[src/rtl/uart_alu_if.sv]
// Command/response sequencer between UART RX/TX and the combinational ALU:
// gathers A, B, opcode bytes, launches the result to the transmitter, waits for completion.
//
// state   | meaning
// WAIT_A  | idle, next received byte is operand A
// WAIT_B  | operand A held, next byte is operand B
// WAIT_OP | operands held, next byte supplies the opcode
// SEND    | one cycle: capture alu_result into tx_data, raise tx_start
// WAIT_TX | transmission in flight, wait for tx_done_tick
module uart_alu_if #(
    parameter int NB_DATA = 8,
    parameter int NB_OP   = 6
) (
    input  logic               clk,
    input  logic               reset,
    input  logic               rx_done_tick,
    input  logic [NB_DATA-1:0] rx_data,
    input  logic [NB_DATA-1:0] alu_result,
    input  logic               tx_done_tick,
    output logic [NB_DATA-1:0] alu_a,
    output logic [NB_DATA-1:0] alu_b,
    output logic [NB_OP-1:0]   alu_op,
    output logic [NB_DATA-1:0] tx_data,
    output logic               tx_start,
    output logic               overrun
);

    typedef enum logic [2:0] {
        WAIT_A,
        WAIT_B,
        WAIT_OP,
        SEND,
        WAIT_TX
    } state_t;

    state_t state;

    always_ff @(posedge clk) begin
        if (reset) begin
            state    <= WAIT_A;
            alu_a    <= '0;
            alu_b    <= '0;
            alu_op   <= '0;
            tx_data  <= '0;
            tx_start <= 1'b0;
            overrun  <= 1'b0;
        end else begin
            tx_start <= 1'b0;
            case (state)
                WAIT_A: begin
                    if (rx_done_tick) begin
                        alu_a <= rx_data;
                        state <= WAIT_B;
                    end
                end
                WAIT_B: begin
                    if (rx_done_tick) begin
                        alu_b <= rx_data;
                        state <= WAIT_OP;
                    end
                end
                WAIT_OP: begin
                    if (rx_done_tick) begin
                        alu_op <= rx_data[NB_OP-1:0];
                        state  <= SEND;
                    end
                end
                // alu_op settled one full cycle ago, so alu_result is valid here
                SEND: begin
                    tx_data  <= alu_result;
                    tx_start <= 1'b1;
                    state    <= WAIT_TX;
                    if (rx_done_tick) overrun <= 1'b1;
                end
                WAIT_TX: begin
                    if (tx_done_tick) state <= WAIT_A;
                    if (rx_done_tick) overrun <= 1'b1;
                end
                default: state <= WAIT_A;
            endcase
        end
    end

endmodule

[config.mk]
export PLATFORM = sky130hd
export DESIGN_NAME = uart_alu_if
export DESIGN_NICKNAME = d
export VERILOG_FILES = /design/src/rtl/uart_alu_if.sv
export SDC_FILE = /design/constraint.sdc
export NUM_CORES = 1
export LEC_CHECK = 0
export CAP_MARGIN = 20
export CORE_MARGIN = 5
export CORE_UTILIZATION = 45
export DETAILED_ROUTE_END_ITERATION = 12
export PLACE_DENSITY = 0.83
export REMOVE_ABC_BUFFERS = 1
export SYNTH_ARGS = -nofsm -noshare
export SYNTH_HDL_FRONTEND = slang
export SYNTH_SLANG_ARGS = --single-unit
[constraint.sdc]
create_clock -name clk -period 3.1 [get_ports clk]
set_input_delay 0.62 -clock clk [delete_from_list [all_inputs] [get_ports clk]]
set_output_delay 0.62 -clock clk [all_outputs]
set_load 0.05 [all_outputs]
==> impl_summary.md <==
Synth
After synthesis the cells add up to between 1000 and 1500 µm². The post-synthesis sequential area ratio is between 50 and 60%. Synthesis inferred 35 register bits. Synthesis instantiated 18 different standard cells from the library. The count of mapped cells out of synthesis is ~130.

The post-synthesis average cell area is roughly 9.9 µm². During synthesis, Yosys emitted a total of 0 warnings.

GRT
The via count of the first global-routing pass is ~1200. The pin count of the biggest net entering global routing is 20. The number of antenna violations at the first check in global routing came to 0. Across every metal layer, demand over resource in global routing totals 17.5%. The remaining global-route overflow is 0. The first global-routing pass estimated 5.71 mm of wire.

Placement
The cell area after placement is roughly 1800 µm². Input and output buffers added on the ports amount to around 50. Prior to clock tree synthesis, the placed netlist has a worst setup slack of approximately 1 ns. After legalization and detailed placement, the total HPWL measured roughly 2.4 mm. The congestion estimate from routability-driven global placement came to ~0.75.

Pwr
VDD sags by at most between 400 and 500 µV. The power consumption is between 0.9 and 1 mW. For this design the ratio of total power to cell area is about 490 nW/µm². In this run the static leakage power is about 0.73 nW.

Final layout
The total number of nets in the final design is between 200 and 250. The number of antenna repair diodes is 0. Cells with a size suffix above 1 make up under 10% of the layout. The finished cells cover around 1900 µm². The fill cell instance count of the final layout is around 230.

The area overhead of the layout relative to synthesis is 42.2%.

Drt
The detailed router placed between 1000 and 1500 vias in this run. The via count normalized by instance count is ~5.1. After detailed routing, the average wire length per cell comes to about 16 µm.

The top layer used by detailed routing is met4. After detailed routing, the number of remaining DRC violations is 0. For this block, wires on met1 add up to between 1 and 1.5 mm. The routed length on met2 is roughly 1.8 mm. The number of detailed-routing iterations run before antenna repair is 4. The final layout contains routed wiring with a total length of 3.35 mm. The first routing iteration left slightly above 100 violations. Detailed routing placed a total of approximately 190 µm of wire on met3. The antenna violation net count after detailed routing is 0.

Worst setup path
Among cell families on the critical path, the largest total delay comes from buffers and inverters. The number of buffers and inverters on the critical path is 1. The critical path goes through clkdlybuf4s50_1.

The sort of element at the end of the critical path is a primary output. STA puts the critical path data required time at approximately 2.5 ns. The cell with the biggest individual delay on the critical path is clkdlybuf4s50_1.

The maximum fanout count along the critical path is 2. The worst flop-to-flop path startpoint is state[0]. The worst setup path is of the flip-flop to primary output kind. The delay of the slowest critical-path stage is around 0.83 ns.

The start point of the critical path is alu_b[2]. Data on the critical path arrives at its endpoint at 1.53 ns. The worst setup path is launched from a flip-flop. In this run the register-to-register setup slack is 1.50 ns.

Clock tree
Clock-pin slew was measured on the worst setup and hold paths at 0.10 ns. CTS built an H-tree with a depth of 2. The number of buffers inserted by post-CTS setup repair is 0. The clock tree root driver cell is clkbuf_4. Once the clock tree was built, the resizer swapped 0 gates to a different size. After clock tree synthesis, the flow added hold-fix buffers numbering 0. TritonCTS built the clock tree. TritonCTS created 5 clock buffers. The deepest clock path buffer count is 2.

The insertion delay of the later-clocked pin in the worst-skew pair is 0.33 ns. The clock net in this run drives a total of 35 sinks.

Hold path
The path class of the tightest hold or removal check is flip-flop to flip-flop. The worst hold path startpoint is alu_a[4].

Job
The reported max-cap violation count is 0.

STA
The final hold violation count was 0. At the pin with the least slew margin, the transition time is ~0.7 ns. Clock skew on the completed layout was measured at 0.00505 ns.

The max-slew violation total from the final report came to 0. Setup violations remaining at the end of the flow were counted as 0. In the finished design, the share of the clock period the worst path needs comes to between 60% and 70%.

The final hold slack is approximately 0.46 ns. In the final timing run, aggregate negative setup slack is 0 ns. For the finished layout, the period the worst path requires is ~2.2 ns. The worst path setup slack after routing is between 0.9 and 1 ns. The maximum operating frequency is between 400 and 500 MHz. The relative slew slack is roughly half.

Setup repair after global routing left no endpoint under its margin.

Die
The I/O pin count is 52. The die outline width is between 60 and 70 µm. After floorplanning, the core was sized to cover 2780 µm².

The die area is 4120 µm². Once the floorplan was initialized, standard cells occupied about 48% of the core. The overall die height is between 60 and 70 µm. The number of core rows is 19.

Run status
The run finished with clean final reports.
Yosys cell counts:
cell type | count | area, µm²
nand3b_1 | 3 | 22.5
a211oi_1 | 1 | 7.51
nor2_1 | 25 | 93.8
clkbuf_1 | 4 | 15.0
a311oi_1 | 1 | 8.76
or4b_4 | 1 | 13.8
buf_6 | 2 | 22.5
mux2i_1 | 22 | 220
dfxtp_1 | 35 | 701
nand2_1 | 18 | 67.6
and4bb_2 | 2 | 25.0
buf_2 | 3 | 15.0
nor3b_1 | 1 | 7.51
a21oi_1 | 10 | 50.1
inv_1 | 2 | 7.51
buf_4 | 2 | 15.0
nor3_1 | 1 | 5.00
nor4b_4 | 1 | 23.8
state kept, by name (all words and copies together) (netlist names):
| name | count |
|---|---|
| tx_data | 8 |
| alu_b | 8 |
| overrun | 1 |
| alu_op | 6 |
| alu_a | 8 |
| state | 3 |
| tx_start | 1 |
routing by layer:
metal,track usage [%],vias up
met1,19.1,515
li1,-,537
met2,29.8,24
met3,6.65,7
met5,0,-
met4,8.40,0
cells in the final DEF (no fill, tap or decap):
master	instances
a211oi_1	1
nor3b_1	1
nor4b_4	1
nand3b_1	3
clkbuf_8	2
clkbuf_1	1
nand2_1	18
clkdlybuf4s50_1	51
dfxtp_1	35
a21oi_1	10
or4b_4	1
and4bb_2	2
inv_1	2
nor2_1	25
nor3_1	1
clkbuf_4	5
mux2i_1	22
a311oi_1	1
buf_4	1
final timing paths:
path	to	cells past startpoint
setup / recovery	alu_b[2]	1
hold / removal	alu_a[4]	2
setup reg to reg	tx_data[6]	3
hold reg to reg	alu_a[4]	2
layout make-up:
cell class                 count  area (µm²)  area share, %
clock buffer                   8        68.8           3.66
timing repair buffer          52         518           27.6
multi-input combinational     86         546           29.0
inverter                       2        7.51          0.399
sequential                    35         701           37.3
tap                           31        38.8           2.06
cell families (layout without fill, tap and decap cells):
kind of cell | after synthesis | count (layout) | synth area share, %
simple gates | 52 | 52 | 19.6
flops | 35 | 35 | 53.0
mux | 22 | 22 | 16.7
buf+inv | 13 | 62 | 5.68
compound gates | 12 | 12 | 5.02
power by group:
group	switching, mW	internal, mW
Combinational	0.0916	0.0650
Sequential	0.0122	0.465
Clock	0.145	0.133
Total	0.249	0.664
stage by stage:
stage / util, % / cells
floorplan: - / 123
detailed placement: 65.1 / 206
finish: 67.6 / 214
global route: 67.6 / 214
CTS: 67.6 / 214
global placement: 65.1 / 206
Power figures use the tool's default switching activity.
